$ cat config.mk
export PLATFORM = sky130hd
export DESIGN_NAME = serial_tx
export DESIGN_NICKNAME = d
export VERILOG_FILES = /design/src/rtl/serial_pkg.sv /design/src/rtl/serial_bit_timer.sv /design/src/rtl/serial_tx.sv
export SDC_FILE = /design/constraint.sdc
export NUM_CORES = 1
export LEC_CHECK = 0
export ABC_AREA = 1
export BUFFER_PORTS_ARGS = -buffer_cell sky130_fd_sc_hd__clkbuf_2
export CAP_MARGIN = 25
export CELL_PAD_IN_SITES_DETAIL_PLACEMENT = 1
export CELL_PAD_IN_SITES_GLOBAL_PLACEMENT = 2
export CORE_MARGIN = 2
export CORE_UTILIZATION = 32
export DETAILED_ROUTE_END_ITERATION = 6
export GPL_ROUTABILITY_DRIVEN = 0
export PLACE_DENSITY_LB_ADDON = 0.1
export SLEW_MARGIN = 20
export SYNTH_ARGS = -nofsm -noshare
export SYNTH_HDL_FRONTEND = slang
export SYNTH_SLANG_ARGS = --single-unit
$ cat constraint.sdc
create_clock -name clock -period 1.5 [get_ports clock]
set_input_delay 0.075 -clock clock [delete_from_list [all_inputs] [get_ports clock]]
set_output_delay 0.075 -clock clock [all_outputs]
set_load 0.01 [all_outputs]
$ cat src/rtl/serial_pkg.sv
// Shared definitions for the serial transmitter and receiver.
//   serial_state_e : frame FSM states
//   LINE_IDLE / START_BIT / STOP_BIT : line levels
//   cnt_width()    : counter width for a modulus of n (minimum 1 bit)
package serial_pkg;

    typedef enum logic [2:0] {
        IDLE   = 3'd0,
        START  = 3'd1,
        DATA   = 3'd2,
        PARITY = 3'd3,
        STOP   = 3'd4
    } serial_state_e;

    localparam logic LINE_IDLE = 1'b1;
    localparam logic START_BIT = 1'b0;
    localparam logic STOP_BIT  = 1'b1;

    // Width of a counter that must hold 0..n-1.
    function automatic int unsigned cnt_width(input int unsigned n);
        return (n > 1) ? $clog2(n) : 1;
    endfunction

endpackage

$ cat src/rtl/serial_bit_timer.sv
// Bit-period timer shared by the serial transmitter and receiver.
// Counts 0..CLKS_PER_BIT-1 while running and raises bit_end during the
// last clock of each bit period.
//   clock   : system clock, rising edge
//   reset   : asynchronous active-high reset
//   clear   : restart the count at the beginning of a bit period
//   run     : a frame is in progress; count advances every clock
//   bit_end : registered strobe, high in the final clock of a bit
module serial_bit_timer
    import serial_pkg::*;
#(
    parameter int unsigned CLKS_PER_BIT = 4
) (
    input  logic clock,
    input  logic reset,
    input  logic clear,
    input  logic run,
    output logic bit_end
);

    localparam int unsigned CNT_W = cnt_width(CLKS_PER_BIT);
    localparam logic [CNT_W-1:0] LAST_CNT = CNT_W'(CLKS_PER_BIT - 1);

    logic [CNT_W-1:0] cnt;
    logic [CNT_W-1:0] cnt_n;
    logic             bit_end_n;

    // Next count: restart on clear, wrap at the bit boundary, park at 0 when idle.
    always_comb begin
        cnt_n     = '0;
        bit_end_n = 1'b0;
        if (clear) begin
            cnt_n = '0;
        end else if (run) begin
            cnt_n = (cnt == LAST_CNT) ? '0 : cnt + CNT_W'(1);
        end
        // Strobe is registered, so it is decoded from the count about to be loaded.
        bit_end_n = (clear || run) && (cnt_n == LAST_CNT);
    end

    always_ff @(posedge clock or posedge reset) begin
        if (reset) begin
            cnt     <= '0;
            bit_end <= 1'b0;
        end else begin
            cnt     <= cnt_n;
            bit_end <= bit_end_n;
        end
    end

endmodule

$ cat src/rtl/serial_tx.sv
// Parallel-to-serial transmitter: start bit, DATA_W data bits LSB first,
// optional even-parity bit, stop bit; each bit held CLKS_PER_BIT clocks.
// Build option: define SERIAL_TX_PARITY_EN to insert the parity bit.
//   clock    : system clock, rising edge
//   reset    : asynchronous active-high reset
//   tx_data  : payload, sampled only on acceptance
//   tx_valid : payload offered
//   tx_ready : block can accept a payload (registered)
//   txd      : serial line, idles high (registered)
//   busy     : frame in progress (registered)
//   done     : one-cycle pulse in the first idle cycle after a frame (registered)
module serial_tx
    import serial_pkg::*;
#(
    parameter int unsigned DATA_W       = 8,
    parameter int unsigned CLKS_PER_BIT = 4
) (
    input  logic              clock,
    input  logic              reset,
    input  logic [DATA_W-1:0] tx_data,
    input  logic              tx_valid,
    output logic              tx_ready,
    output logic              txd,
    output logic              busy,
    output logic              done
);

    localparam int unsigned      BIT_W    = cnt_width(DATA_W);
    localparam logic [BIT_W-1:0] LAST_BIT = BIT_W'(DATA_W - 1);

    serial_state_e     state;
    serial_state_e     state_n;
    logic [BIT_W-1:0]  bit_cnt;
    logic [BIT_W-1:0]  bit_cnt_n;
    logic [DATA_W-1:0] shift;
    logic [DATA_W-1:0] shift_n;
    logic              txd_n;
    logic              done_n;
    logic              accept_c;
    logic              bit_end;
`ifdef SERIAL_TX_PARITY_EN
    logic              parity;
    logic              parity_n;
`endif

    // tx_ready is only high in IDLE, so this is the acceptance edge.
    assign accept_c = tx_valid && tx_ready;

    serial_bit_timer #(
        .CLKS_PER_BIT (CLKS_PER_BIT)
    ) u_timer (
        .clock   (clock),
        .reset   (reset),
        .clear   (accept_c),
        .run     (state != IDLE),
        .bit_end (bit_end)
    );

    // Next-state, datapath and next-output decode.
    always_comb begin
        state_n   = state;
        bit_cnt_n = bit_cnt;
        shift_n   = shift;
        done_n    = 1'b0;
        txd_n     = LINE_IDLE;
`ifdef SERIAL_TX_PARITY_EN
        parity_n  = parity;
`endif

        case (state)
            IDLE: begin
                if (accept_c) begin
                    state_n   = START;
                    shift_n   = tx_data;
                    bit_cnt_n = '0;
`ifdef SERIAL_TX_PARITY_EN
                    parity_n  = ^tx_data;
`endif
                end
            end
            START: begin
                if (bit_end) begin
                    state_n = DATA;
                end
            end
            DATA: begin
                if (bit_end) begin
                    shift_n = shift >> 1;
                    if (bit_cnt == LAST_BIT) begin
                        bit_cnt_n = '0;
`ifdef SERIAL_TX_PARITY_EN
                        state_n   = PARITY;
`else
                        state_n   = STOP;
`endif
                    end else begin
                        bit_cnt_n = bit_cnt + BIT_W'(1);
                    end
                end
            end
`ifdef SERIAL_TX_PARITY_EN
            PARITY: begin
                if (bit_end) begin
                    state_n = STOP;
                end
            end
`endif
            STOP: begin
                if (bit_end) begin
                    state_n = IDLE;
                    done_n  = 1'b1;
                end
            end
            default: begin
                state_n = IDLE;
            end
        endcase

        // Outputs are registered, so the line level follows the state being entered.
        case (state_n)
            IDLE:    txd_n = LINE_IDLE;
            START:   txd_n = START_BIT;
            DATA:    txd_n = shift_n[0];
`ifdef SERIAL_TX_PARITY_EN
            PARITY:  txd_n = parity_n;
`endif
            STOP:    txd_n = STOP_BIT;
            default: txd_n = LINE_IDLE;
        endcase
    end

    // State register.
    always_ff @(posedge clock or posedge reset) begin
        if (reset) begin
            state <= IDLE;
        end else begin
            state <= state_n;
        end
    end

    // Datapath registers.
    always_ff @(posedge clock or posedge reset) begin
        if (reset) begin
            bit_cnt <= '0;
            shift   <= '0;
        end else begin
            bit_cnt <= bit_cnt_n;
            shift   <= shift_n;
        end
    end

`ifdef SERIAL_TX_PARITY_EN
    // Even parity of the accepted payload.
    always_ff @(posedge clock or posedge reset) begin
        if (reset) begin
            parity <= 1'b0;
        end else begin
            parity <= parity_n;
        end
    end
`endif

    // Output registers; reset forces the line high immediately.
    always_ff @(posedge clock or posedge reset) begin
        if (reset) begin
            txd      <= LINE_IDLE;
            tx_ready <= 1'b1;
            busy     <= 1'b0;
            done     <= 1'b0;
        end else begin
            txd      <= txd_n;
            tx_ready <= (state_n == IDLE);
            busy     <= (state_n != IDLE);
            done     <= done_n;
        end
    end

endmodule

==> results of run 1 <==
power groups by stage:
stage	clock network (uW)	registers (uW)	logic, uW
6_report	270	937	785
5_1_grt	316	966	890
4_1_cts	283	938	788
3_5_place_dp	0	949	770
3_3_place_gp	0	952	765
2_1_floorplan	0	939	548
logic make-up after synthesis:
logic type / Yosys count / synth area share
flops: 21 / 0.5322
fa+ha+maj: 3 / 0.03784
buf+inv: 12 / 0.05296
simple gates: 74 / 0.3291
compound gates: 8 / 0.04792
Yosys cell counts, drive strengths merged:
| cell type | count |
|---|---|
| o21ai | 2 |
| nand4 | 4 |
| nor3 | 2 |
| dfstp | 2 |
| ha | 3 |
| nand2 | 48 |
| nor4 | 1 |
| nand3 | 5 |
| a21oi | 6 |
| dfrtp | 19 |
| inv | 11 |
| nor2 | 14 |
| buf | 1 |
metal layers:
metal,wire (um),track usage,up-vias
met2,1124,0.2453,11
met5,0,0,-
met1,945,0.1612,409
met3,45,0.01948,2
li1,-,-,432
met4,17,0.04762,0
final timing paths:
check / to / slack [ps] / startpoint / depth (start not counted)
max in group asynchronous: tx_ready / 880 / reset / 4
worst min register to register: shift[4] / 480 / shift[4] / 2
worst max-delay path: tx_ready / 100 / bit_cnt[0] / 8
worst min-delay path: u_timer.cnt[0] / 120 / tx_valid / 4
worst max register to register: tx_ready / 100 / bit_cnt[0] / 8
min in group asynchronous: state[0] / 340 / reset / 4
per-stage QoR:
| stage | cells | hold slack, ps |
|---|---|---|
| floorplan | 118 | 50.05 |
| CTS | 178 | 119.3 |
| global placement | 166 | 100.7 |
| global route | 179 | 116.2 |
| finish | 179 | 123.1 |
| detailed placement | 166 | 123.1 |
cell type report:
class	instances	area, um2	share of cell area
well taps	33	41.29	0.03367
flip-flops and latches	21	528.0	0.4306
inverters	11	41.29	0.03367
repair buffers	25	172.7	0.1408
multi-input cells	85	416.7	0.3398
clock buffers	4	26.28	0.02143
critical path, delay by kind of cell (launching register included):
| family | cells | cell delay [ps] |
|---|---|---|
| adders and majority gates | 2 | 410 |
| buffers and inverters | 1 | 50 |
| DFF | 1 | 420 |
| and+or+nand+nor | 5 | 460 |
what timing repair did:
action,4_1_cts,5_1_grt
gates resized for setup,0,1
endpoints found under the setup margin,0,1
setup buffers,0,1
endpoints found under the hold margin,26,0
hold buffers,8,0
state kept, by name, indices dropped and copies added, names as in the netlist:
signal	cells
u_timer.cnt	2
bit_cnt	3
busy	1
tx_ready	1
u_timer.bit_end	1
txd	1
done	1
shift	8
state	3
==> out/results.ini, run 1 <==
[floorplanning]
die_area_um2=3562
core_um2=3003
rows=20
initial_core_util=0.3304
dieWidth_um=59.69
die_h_um=59.69
ios=15

[power_and_ir_drop]
switching_power_uw=808.2
p_int_uw=1183
p_leak_uw=0.0006570
power_uw=1992
power_frac_seq=0.470
share_clk_of_total_power=0.136
ir_worst_vdd_v=0.0003889
swShare=0.4058
power_density_nw_per_um2=1624
p_comb_frac=0.394

[detailed_routing]
drc=0
vias=854
drt_wl_total_mm=2.133
dr.pass1.iters=4
wl_per_cell_um=11.92
avgViaCountPerCell=4.771
drtAntennaViolNets=0
drt_iter0_drc=15

[worst_hold_path]
min_path_type=input pin to register

[outcome]
status=completed

[timing]
fin_crit_sh=0.9307
timing.final.hold_violations=0
setup_tns_ps=0
worst_slack_ps=104.0
rsz0062_at_grt=no
maxSlewViolCount=0
final-setup-viol-count=0
fin_worst_skew_ps=4.481
min_period_ps=1396
max-slew-margin-rel=0.8114
max_clock_freq_mhz=716.3
tightest_slew_ps=283.0

[clocking]
cts_buffers=3
clk_pin_slew_ps=120
clock_latency_ps=290
cts_max_level=1
cts_tree=yes
cts_sinks=21
clk_path_buf_depth=2
cts_root_buffer=clkbuf_4

[layout]
drive_above_1_share=0.2192
mostFrequentLayoutCell=nand2_1
mostFrequentLayoutCells=nand2_1 (46), dfrtp_1 (19), clkbuf_2 (14)
antennaDiodeCount=0
stdcell_area_um2=1226
nets=161
fin_util=0.4083
area_growth_pct=23.58
fillers=374

[grt]
grt_pass1_wl_mm=3.615
grtUsageTotal=0.1354
antenna_found_initial=0
overflow=0
grt_max_degree=22
grt_pass1_vias=834

[worst_setup_path]
crit_slowest_cell=dfrtp_1
worstPathCellList=ha_1 -> ha_1 -> nand2_1 -> nand3_2 -> nand2_2 -> nor2_1 -> nand2_1 -> inv_1
endpoint_kind=register
cp-start-kind=register
slowest_delay_ps=420
arrival_ps=1630
cp.required_ps=1740
worstSetupPathType=register to register
crit_fanout=3

[synth]
synth_seq_cells=21
synth_area_per_cell_um2=8.408
synth_nets=132
yosysSeqAreaShare=0.5322
synth_area_leaders=dfrtp_1 (48%), nand2_1 (17%), dfstp_2 (5.3%)
synth_top_area_share=0.4792
yosysUniqueCellTypes=18
synth_top_area_cell=dfrtp_1
synthCells=118
synth_area_um2=992.2
yosys_warnings=0

[flow_run]
cap_violations=0

[place]
place_ws_ps=76.16
placed_cell_area_um2=1107
port_buffers=14
dp_hpwl_mm=1.578

Power figures use the tool's default switching activity.
==> run 2: changes to the inputs <==
--- a/config.mk
+++ b/config.mk
@@ -6,7 +6,7 @@
 export NUM_CORES = 1
 export LEC_CHECK = 0
 export ABC_AREA = 1
-export BUFFER_PORTS_ARGS = -buffer_cell sky130_fd_sc_hd__clkbuf_2
+export BUFFER_PORTS_ARGS = -buffer_cell sky130_fd_sc_hd__buf_2
 export CAP_MARGIN = 25
 export CELL_PAD_IN_SITES_DETAIL_PLACEMENT = 1
 export CELL_PAD_IN_SITES_GLOBAL_PLACEMENT = 2
==> out/results.ini, run 2 (synthesis gave the netlist of run 1 again) <==
[outcome]
status=completed

[timing]
maxSlewViolCount=0
fin_crit_sh=0.9138
min_period_ps=1371
final-setup-viol-count=0
max_clock_freq_mhz=729.6
timing.final.hold_violations=0
setup_tns_ps=0
tightest_slew_ps=286.2
rsz0062_at_grt=no
max-slew-margin-rel=0.8092
hold_ws_ps=109.3
fin_worst_skew_ps=5.827

[clocking]
clk_path_buf_depth=2
clock_latency_ps=300
cts_tree=yes
cts_sinks=21
cts_max_level=1
cts_buffers=3
clk_pin_slew_ps=120
cts_root_buffer=clkbuf_4

[worst_setup_path]
cp-startpoint=bit_cnt[0]
worstSetupPathType=register to register
reg2reg_slack_ps=130
crit_slowest_cell=dfrtp_1
slowest_delay_ps=420
crit_fanout=3
cp.required_ps=1740
crit_path_end=tx_ready
reg2reg_to=tx_ready
worstPathCellList=ha_1 -> ha_1 -> nand2_1 -> nand3_2 -> nand2_2 -> nor2_1 -> nand2_1 -> inv_1
r2r_cells=8
endpoint_kind=register
timing.rr.start=bit_cnt[0]
arrival_ps=1620
cp-start-kind=register

[power_and_ir_drop]
p_int_uw=1183
swShare=0.4049
share_clk_of_total_power=0.138
power_frac_seq=0.472
switching_power_uw=805.0
power_density_nw_per_um2=1621
p_leak_uw=0.0006551
ir_worst_vdd_v=0.0005114
p_comb_frac=0.390
power_uw=1988

[floorplanning]
initial_core_util=0.3304
rows=20
ios=15
core_um2=3003
dieWidth_um=59.69
die_area_um2=3562
die_h_um=59.69

[layout]
area_growth_pct=23.58
mostFrequentLayoutCell=nand2_1
multi_input_area_um2=416.7
largest_reg_flops=8
regMostFlops=shift
layout.area.seq_um2=528.0
drive_above_1_share=0.2192
mostFrequentLayoutCells=nand2_1 (46), dfrtp_1 (19), buf_2 (14)
top_regs=shift (8), bit_cnt (3), state (3)
fin_util=0.4083
antennaDiodeCount=0
fillers=365
nets=161

[grt]
grtUsageTotal=0.1425
antenna_found_initial=0
grt_max_degree=22
grt_pass1_wl_mm=3.767
overflow=0
grt_pass1_vias=855

[detailed_routing]
wl_per_cell_um=12.05
dr.pass1.iters=3
vias=846
drt_wl_total_mm=2.157
drc=0
avgViaCountPerCell=4.726
drt_iter0_drc=15
drtAntennaViolNets=0

[flow_run]
cap_violations=0

[worst_hold_path]
min_path_type=input pin to register

[place]
port_buffers=14
dp_hpwl_mm=1.596

## run 2: per-layer routing
metal / part of all wire / GRT usage / up-vias
li1: - / - / 432
met2: 0.49 / 0.2376 / 13
met3: 0.025 / 0.02597 / 4
met4: 0.012 / 0.05714 / 0
met1: 0.47 / 0.1812 / 397
met5: 0 / 0 / -
## run 2: area by class of cell
| type | count | area share |
|---|---|---|
| multi-input cells | 85 | 0.3398 |
| inverters | 11 | 0.03367 |
| clock buffers | 4 | 0.02143 |
| well taps | 33 | 0.03367 |
| flip-flops and latches | 21 | 0.4306 |
| repair buffers | 25 | 0.1408 |
## run 2: what timing repair did
item / in CTS / in global routing
hold buffers: 8 / 0
gates resized for setup: 0 / 1
endpoints found under the setup margin: 0 / 1
buffers inserted: 0 / 1
endpoints found under the hold margin: 26 / 0
## run 2: worst min path at each step
stage               startpoint             end  slack [ps]  depth (start not counted)
finish                tx_valid  u_timer.cnt[0]         110                          4
floorplan                reset      bit_cnt[0]          50                          1
global placement         reset        shift[2]         120                          3
CTS                   tx_valid  u_timer.cnt[0]         100                          4
detailed placement       reset  u_timer.cnt[0]         150                          3
global route          tx_valid  u_timer.cnt[0]         110                          4
## run 2: power by group through the flow
stage	clock (uW)	sequential [uW]	combinational [uW]
floorplan	0	939	548
global placement	0	950	766
detailed placement	0	949	772
CTS	301	940	790
global route	324	971	900
finish	274	939	775
## run 2: stage by stage
stage          setup WS, ps  cells  area, um2
5_1_grt               4.885    179       1226
3_3_place_gp          111.9    166       1107
2_1_floorplan         259.2    118      992.2
6_report              129.3    179       1226
4_1_cts               76.14    178       1214
3_5_place_dp          94.80    166       1107
## run 2: critical path, delay by kind of cell, from the launching register on
family / cells / cell delay, ps
and+or+nand+nor: 5 / 450
buffers and inverters: 1 / 50
DFF: 1 / 420
adders and majority gates: 2 / 400
